## config.mk

```make
export PLATFORM = sky130hd
export DESIGN_NAME = ps2_tx
export DESIGN_NICKNAME = d
export VERILOG_FILES = /design/src/rtl/ps2_tx.sv
export SDC_FILE = /design/constraint.sdc
export NUM_CORES = 1
export LEC_CHECK = 0
export ABC_CLOCK_PERIOD_IN_PS = 2200
export CAP_MARGIN = 20
export CORE_UTILIZATION = 30
export CTS_CLUSTER_DIAMETER = 30
export DETAILED_ROUTE_END_ITERATION = 7
export GPL_ROUTABILITY_DRIVEN = 1
export PLACE_DENSITY = 0.5
export RECOVER_POWER = 50
export SYNTH_ARGS = -nofsm -noshare
export SYNTH_HDL_FRONTEND = slang
export SYNTH_SLANG_ARGS = --single-unit
```

## constraint.sdc

```tcl
create_clock -name clk -period 2.2 [get_ports clk]
set_input_delay 0.44 -clock clk [delete_from_list [all_inputs] [get_ports clk]]
set_output_delay 0.44 -clock clk [all_outputs]
set_load 0.05 [all_outputs]
```

## src/rtl/ps2_tx.sv

```systemverilog
// ps2_tx: PS/2 host-to-device command transmitter (inhibit, request-to-send, serial frame, ACK check).
// Define PS2_TX_TIMEOUT_EN to add a watchdog that aborts a stalled transfer after TIMEOUT_CYCLES.
module ps2_tx #(
  parameter int unsigned INHIBIT_CYCLES = 5000,
  parameter int unsigned START_CYCLES   = 100,
  parameter int unsigned TIMEOUT_CYCLES = 1000000
) (
  input  logic       clk,
  input  logic       reset_n,
  input  logic       tx_valid,
  input  logic [7:0] tx_data,
  output logic       tx_ready,
  output logic       done,
  output logic       error,
  output logic       busy,
  input  logic       ps2_clk_in,
  input  logic       ps2_data_in,
  output logic       ps2_clk_oe,
  output logic       ps2_data_oe
);

  localparam int unsigned CW = $clog2(INHIBIT_CYCLES + START_CYCLES + 1);

  typedef enum logic [2:0] {
    S_IDLE,
    S_INHIBIT,
    S_START,
    S_SEND,
    S_ACK,
    S_WAIT_IDLE
  } state_t;

  state_t        state, state_n;
  logic [CW-1:0] cnt, cnt_n;
  logic [3:0]    bit_cnt, bit_cnt_n;
  logic [9:0]    shift, shift_n;
  logic          clk_oe_n, data_oe_n, done_n, error_n;
  logic [1:0]    clk_sync, data_sync;
  logic          clk_prev;
  logic          clk_fall;
  logic          accept;

`ifdef PS2_TX_TIMEOUT_EN
  localparam int unsigned WW = $clog2(TIMEOUT_CYCLES + 1);
  logic [WW-1:0] wd, wd_n;
`else
  // Watchdog compiled out; TIMEOUT_CYCLES stays declared so existing overrides remain valid.
  if (TIMEOUT_CYCLES == 0) begin : g_no_watchdog
  end
`endif

  // Idle bus level is high, so the synchronizers reset to 1 to avoid a false falling edge.
  always_ff @(posedge clk or negedge reset_n) begin
    if (!reset_n) begin
      clk_sync  <= 2'b11;
      data_sync <= 2'b11;
      clk_prev  <= 1'b1;
    end else begin
      clk_sync  <= {clk_sync[0], ps2_clk_in};
      data_sync <= {data_sync[0], ps2_data_in};
      clk_prev  <= clk_sync[1];
    end
  end

  assign clk_fall = clk_prev & ~clk_sync[1];
  assign busy     = (state != S_IDLE);
  assign tx_ready = (state == S_IDLE) && !done && !error;
  assign accept   = tx_valid && tx_ready;

  always_ff @(posedge clk or negedge reset_n) begin
    if (!reset_n) begin
      state       <= S_IDLE;
      cnt         <= '0;
      bit_cnt     <= '0;
      shift       <= '0;
      ps2_clk_oe  <= 1'b0;
      ps2_data_oe <= 1'b0;
      done        <= 1'b0;
      error       <= 1'b0;
    end else begin
      state       <= state_n;
      cnt         <= cnt_n;
      bit_cnt     <= bit_cnt_n;
      shift       <= shift_n;
      ps2_clk_oe  <= clk_oe_n;
      ps2_data_oe <= data_oe_n;
      done        <= done_n;
      error       <= error_n;
    end
  end

`ifdef PS2_TX_TIMEOUT_EN
  always_ff @(posedge clk or negedge reset_n) begin
    if (!reset_n) wd <= '0;
    else          wd <= wd_n;
  end
`endif

  always_comb begin
    state_n   = state;
    cnt_n     = cnt;
    bit_cnt_n = bit_cnt;
    shift_n   = shift;
    clk_oe_n  = ps2_clk_oe;
    data_oe_n = ps2_data_oe;
    done_n    = 1'b0;
    error_n   = 1'b0;
`ifdef PS2_TX_TIMEOUT_EN
    wd_n      = (wd == '1) ? wd : wd + 1'b1;
`endif
    unique case (state)
      S_IDLE: begin
        if (accept) begin
          state_n   = S_INHIBIT;
          clk_oe_n  = 1'b1;
          data_oe_n = 1'b0;
          cnt_n     = '0;
          bit_cnt_n = '0;
          shift_n   = {1'b1, ~^tx_data, tx_data};
        end
      end
      S_INHIBIT: begin
        if (cnt == CW'(INHIBIT_CYCLES - 1)) begin
          state_n   = S_START;
          data_oe_n = 1'b1;
          cnt_n     = '0;
        end else begin
          cnt_n = (cnt == '1) ? cnt : cnt + 1'b1;
        end
      end
      S_START: begin
        if (cnt == CW'(START_CYCLES - 1)) begin
          state_n   = S_SEND;
          clk_oe_n  = 1'b0;
          bit_cnt_n = '0;
`ifdef PS2_TX_TIMEOUT_EN
          wd_n      = '0;
`endif
        end else begin
          cnt_n = (cnt == '1) ? cnt : cnt + 1'b1;
        end
      end
      S_SEND: begin
        // Shift in ones so the 10th edge always presents the released stop bit.
        if (clk_fall) begin
          data_oe_n = ~shift[0];
          shift_n   = {1'b1, shift[9:1]};
          bit_cnt_n = (bit_cnt == 4'd10) ? bit_cnt : bit_cnt + 1'b1;
          if (bit_cnt == 4'd9) state_n = S_ACK;
        end
      end
      S_ACK: begin
        if (clk_fall) begin
          if (!data_sync[1]) begin
            state_n = S_WAIT_IDLE;
          end else begin
            error_n = 1'b1;
            state_n = S_IDLE;
          end
        end
      end
      S_WAIT_IDLE: begin
        if (clk_sync[1] && data_sync[1]) begin
          done_n  = 1'b1;
          state_n = S_IDLE;
        end
      end
      default: state_n = S_IDLE;
    endcase
`ifdef PS2_TX_TIMEOUT_EN
    if ((state == S_SEND || state == S_ACK || state == S_WAIT_IDLE) &&
        wd == WW'(TIMEOUT_CYCLES - 1)) begin
      state_n   = S_IDLE;
      clk_oe_n  = 1'b0;
      data_oe_n = 1'b0;
      done_n    = 1'b0;
      error_n   = 1'b1;
    end
`endif
  end

endmodule

```

==> impl_metrics.ini, run 1 <==
[worst_setup_path]
path_cells = or3_1 -> nor3_4 -> buf_12
critical_path_required_ps = 1760
cp_slowest_cell = dfrtp_1
startpoint_type = flip-flop
cp_max_fo = 13
endpoint_kind = output port
cp_num_buf_inv = 1
crit_arrival_ps = 1680
critical_path_class = flip-flop to output port
path_delay_family = simple AND/OR/NAND/NOR gates
slowest_delay_ps = 530

[sta]
tightest_slew_ps = 1000
hold_viol = 0
fin_crit_sh = 0.962
clock_skew_ps = 7.21
min_period_ps = 2120
maxSlewHeadroom = 0.332
setup-tns-final_ps = 0
clock.fmax_mhz = 472
whs_ps = 357
setup_viol = 0
rsz0062_at_grt = no
slew_viol_final = 0
worst_slack_ps = 82.9

[logic_synthesis]
synthArstFlopShare = 1.00
synth.largest_area_cell = dfrtp_1
yosysWarnings = 0
synth.avg_cell_area_um2 = 9.67
ys.flop_type = dfrtp_1
synth-seq-cells = 39
syn_nets = 248
synth_enable_flop_cells = 0
ys_seq_area_frac = 0.440
synth.distinct_cells = 59
synth.top_cell.area_share = 0.381
syn_inst = 231
yosys-top-cells-area = dfrtp_1, dfstp_2, nand2_1, xnor2_1, nor2_1
syn_area_um2 = 2230

[layout]
seq_area_um2 = 982
final_common_cell = dfrtp_1
syn2layout_area_growth_pct = 20.5
drive_above_1_share = 0.191
multi_input_area_um2 = 1160
nNetsFinal = 278
nFillCells = 758
mostFrequentLayoutCells = dfrtp_1, nand2_1, nor2_1
n_antenna_cell = 0
fin_cells = 361

[clocking]
cts_num_sinks = 39
post_cts_resize_count = 0
htreeDepth = 2
cts_setup_buffers = 0
clk_pin_slew_worst_paths_ps = 70
hold_buffers = 0
cts_tree = done
root_buffer = clkbuf_8
clk_path_buf_depth = 2
numCtsBuffers = 5
clk_latency_ps = 290

[outcome]
run_status = finished clean

[grt]
grt_usage = 0.137
grt_overflow_total = 0
grt_start_max_net_pins = 40
grt_pass1_wl_mm = 8.09
grt_pass1_vias = 1636
antenna_found_initial = 0

[min_path]
hold_class = flip-flop to flip-flop

[route]
drt-pass1-iter-count = 4
drt-initial-drc-count = 86
drc = 0
ant_nets = 0
vias_per_cell = 4.88
wire_per_inst_um = 13.0
wirelength_mm = 4.71
dr_total_vias = 1761

[place]
hpwl_mm = 3.36
dp.cells = 353
preCtsSetupSlack_ps = -62.1
gp_congestion = 0.785
place.port_buffers = 18

[floorplan]
die_y_um = 88.3
ioPinCount = 19
die_w_um = 88.3
core-area_um2 = 7210
fp-row-count = 31
start_util = 0.310
dieArea_um2 = 7790

[run]
drv_cap = 0

[pwr]
irDropWorstVdd_mv = 0.385
p_per_area_nw_per_um2 = 1150
leakagePower_nw = 1.09
==> per-stage QoR <==
step / utilization / cell area (um2) / total power [mW]
floorplan: - / 2240 / 2.14
finish: 0.373 / 2690 / 3.09
global placement: 0.362 / 2610 / 2.64
global route: 0.373 / 2690 / 3.35
detailed placement: 0.362 / 2610 / 2.64
CTS: 0.373 / 2690 / 3.14
==> cells in the mapped netlist, types with 2 or more instances <==
cell and n:
and4bb_2 2, buf_2 5, dfrtp_1 34, nor4_1 3, or3_1 5, mux2i_1 2, a31oi_1 11, a21oi_1 12
inv_1 4, nand3b_1 2, nand2b_1 3, and3_1 4, nor3_1 5, xnor2_1 11, nand4_1 6, clkbuf_1 2
and4_1 3, o21ai_0 9, nor2b_1 5, dfstp_2 5, nand2_1 26, ha_1 4, buf_6 3, buf_4 2
nor2_1 20, o31ai_1 2, nand3_1 9
==> final timing paths <==
check                                   from      endpoint  slack (ps)  depth (start not counted)
worst max-delay path                state[1]      tx_ready          80                          3
max in group asynchronous            reset_n      shift[1]        1180                          2
min in group asynchronous            reset_n         error         400                          2
worst max register to register      state[0]      state[0]         200                          5
worst min register to register  data_sync[0]  data_sync[1]         360                          0
worst min-delay path            data_sync[0]  data_sync[1]         360                          0
==> registers in the layout, indices dropped and copies added, names as in the netlist <==
register	cells
cnt	13
bit_cnt	4
state	3
shift	10
done	1
error	1
clk_prev	1
ps2_data_oe	1
data_sync	2
clk_sync	2
ps2_clk_oe	1
==> cell families after synthesis <==
group,Yosys count,synth area share
simple gates,107,0.279
xor+xnor,12,0.0471
flops,39,0.440
compound gates,48,0.151
fa+ha+maj,4,0.0224
mux,3,0.0140
buf+inv,18,0.0470
==> cell type report <==
type | instances | area share
inverters | 5 | 0.00697
flip-flops and latches | 39 | 0.365
clock inverters | 1 | 0.00186
well taps | 99 | 0.0460
clock buffers | 7 | 0.0284
multi-input cells | 174 | 0.430
repair buffers | 36 | 0.122
==> report_power, final <==
| group | leakage [nW] | internal [mW] | switching (mW) |
|---|---|---|---|
| clock | 0.0422 | 0.223 | 0.247 |
| combinational | 0.576 | 0.695 | 0.831 |
| sequential | 0.475 | 0.899 | 0.196 |
| total | 1.09 | 1.82 | 1.27 |
==> worst register-to-register path: stages (launching register included) <==
cell and delay, ps:
dfrtp_1 640, or3b_2 500, a31oi_1 300, nor3_1 150, and3b_1 200, mux2i_1 110
==> routing by layer <==
metal	vias to the layer above	global-route usage	part of all wire
met4	0	0.0484	0.011
li1	896	-	-
met2	22	0.194	0.43
met3	5	0.0280	0.026
met1	838	0.205	0.53
met5	-	0	0
Power figures use the tool's default switching activity.
==> run 2: changes to the inputs <==
--- a/config.mk
+++ b/config.mk
@@ -13,6 +13,7 @@
 export GPL_ROUTABILITY_DRIVEN = 1
 export PLACE_DENSITY = 0.5
 export RECOVER_POWER = 50
+export SLEW_MARGIN = 5
 export SYNTH_ARGS = -nofsm -noshare
 export SYNTH_HDL_FRONTEND = slang
 export SYNTH_SLANG_ARGS = --single-unit
==> results of run 2 <==
Same layout as run 1: the final DEF is identical, and so are final timing and power.
==> run 3: changes to the inputs <==
--- a/config.mk
+++ b/config.mk
@@ -8,9 +8,11 @@
 export ABC_CLOCK_PERIOD_IN_PS = 2200
 export CAP_MARGIN = 20
 export CORE_UTILIZATION = 30
+export CTS_BUF_LIST = sky130_fd_sc_hd__clkbuf_4
 export CTS_CLUSTER_DIAMETER = 30
 export DETAILED_ROUTE_END_ITERATION = 7
 export GPL_ROUTABILITY_DRIVEN = 1
+export MAX_ROUTING_LAYER = met4
 export PLACE_DENSITY = 0.5
 export RECOVER_POWER = 50
 export SLEW_MARGIN = 5
==> impl_metrics.ini, run 3 (same netlist as run 1, synthesis figures left out) <==
[outcome]
run_status = finished clean

[pwr]
p_per_area_nw_per_um2 = 1130
pwr-share-comb = 0.506
pwr-share-clk = 0.129
p_seq_frac = 0.364
power_mw = 3.01
irDropWorstVdd_mv = 0.388
leakagePower_nw = 1.09
intPower_mw = 1.75
switching_share = 0.421
p_sw_mw = 1.27

[place]
hpwl_mm = 3.36
place.port_buffers = 18
dpl_cell_area_um2 = 2610
preCtsSetupSlack_ps = -62.1
gp_congestion = 0.796

[clocking]
htreeDepth = 2
clk_path_buf_depth = 2
root_buffer = clkbuf_4
cts_tree = done
cts_setup_buffers = 0
cts_num_sinks = 39
clk_pin_slew_worst_paths_ps = 130
clk_latency_ps = 350
numCtsBuffers = 5

[layout]
largest_register = cnt
largest_reg_flops = 13
syn2layout_area_growth_pct = 19.6
reg.largest.list = cnt x13, shift x10, bit_cnt x4
mostFrequentLayoutCells = dfrtp_1, nand2_1, nor2_1
drive_above_1_share = 0.210
n_antenna_cell = 0
nNetsFinal = 278
final_common_cell = dfrtp_1
design_area_um2 = 2670

[floorplan]
start_util = 0.310
fp-row-count = 31
ioPinCount = 19
die_y_um = 88.3
die_w_um = 88.3
core-area_um2 = 7210
dieArea_um2 = 7790

[sta]
whs_ps = 310
clock_skew_ps = 12.9
tightest_slew_ps = 989
min_period_ps = 2120
setup_viol = 0
slew_viol_final = 0
worst_slack_ps = 84.2
rsz0062_at_grt = no
setup-tns-final_ps = 0
hold_viol = 0
maxSlewHeadroom = 0.340
clock.fmax_mhz = 473
fin_crit_sh = 0.962

[run]
drv_cap = 0

[grt]
grt_overflow_total = 0
grt_pass1_vias = 1641
grt_usage = 0.140
antenna_found_initial = 0
grt_util_met3 = 0.0280
grt_busiest_layer = met1
met1_usage = 0.201
use_met2 = 0.197
grt_pass1_wl_mm = 8.07
grt_start_max_net_pins = 40

[route]
drt-pass1-iter-count = 4
ant_nets = 0
dr_total_vias = 1761
drt-initial-drc-count = 120
wirelength_mm = 4.70
vias_per_cell = 4.88
drc = 0
wire_per_inst_um = 13.0

[worst_setup_path]
cp_max_fo = 13
endpoint_kind = output port
critical_path_class = flip-flop to output port
startpoint_type = flip-flop
critical_path_required_ps = 1760
crit_arrival_ps = 1680

[min_path]
hold_class = input pin to async pin
==> run 3: changes by cell type in the layout (fill, tap and decap cells not counted) <==
cell / previous run / this run
dfstp_2: 4 / 5
clkbuf_8: 5 / 0
clkbuf_4: 0 / 7
dfrtp_2: 0 / 2
dfstp_1: 1 / 0
dfrtp_1: 34 / 32
clkbuf_1: 2 / 0
==> run 3: what timing repair did <==
| item | CTS | global route |
|---|---|---|
| hold endpoints to repair | 0 | 0 |
| setup endpoints to repair | 1 | 0 |
| hold buffers | 0 | 0 |
| resized for setup | 2 | 0 |
==> run 3: cell type report <==
type                       count  area (um2)
clock inverter                 1        5.00
clock buffer                   7        52.6
inverter                       5        18.8
fill                         754        4540
sequential                    39         985
tap                           99         124
multi-input combinational    174        1160
timing repair buffer          36         328
==> run 3: routing by layer <==
layer	wire [um]	vias to the layer above
met5	0	-
met4	68	0
met3	148	7
met2	2010	27
met1	2470	832
li1	-	895
==> run 3: critical path: stages (launching register included) <==
cell and delay [ps]:
dfrtp_2 520, or3_1 460, nor3_4 190, buf_12 160
==> run 3: path summary, 6_finish.rpt <==
path	start	end	slack, ps	cells after the start
max	state[1]	tx_ready	80	3
min in group clk	data_sync[0]	data_sync[1]	360	0
max in group asynchronous	reset_n	state[1]	1200	2
min reg2reg	data_sync[0]	data_sync[1]	360	0
min	reset_n	cnt[2]	310	2
max reg2reg	cnt[0]	bit_cnt[3]	190	5
==> run 3: stage by stage <==
| step | utilization | std cells |
|---|---|---|
| floorplan | - | 231 |
| global placement | 0.362 | 353 |
| detailed placement | 0.362 | 353 |
| CTS | 0.370 | 361 |
| global route | 0.370 | 361 |
| finish | 0.370 | 361 |
==> run 3: power groups by stage <==
stage | registers (mW) | clock network [mW] | logic (mW)
detailed placement | 1.11 | 0 | 1.53
global route | 1.13 | 0.436 | 1.70
global placement | 1.11 | 0 | 1.53
CTS | 1.10 | 0.413 | 1.54
floorplan | 1.07 | 0 | 1.07
finish | 1.10 | 0.390 | 1.53
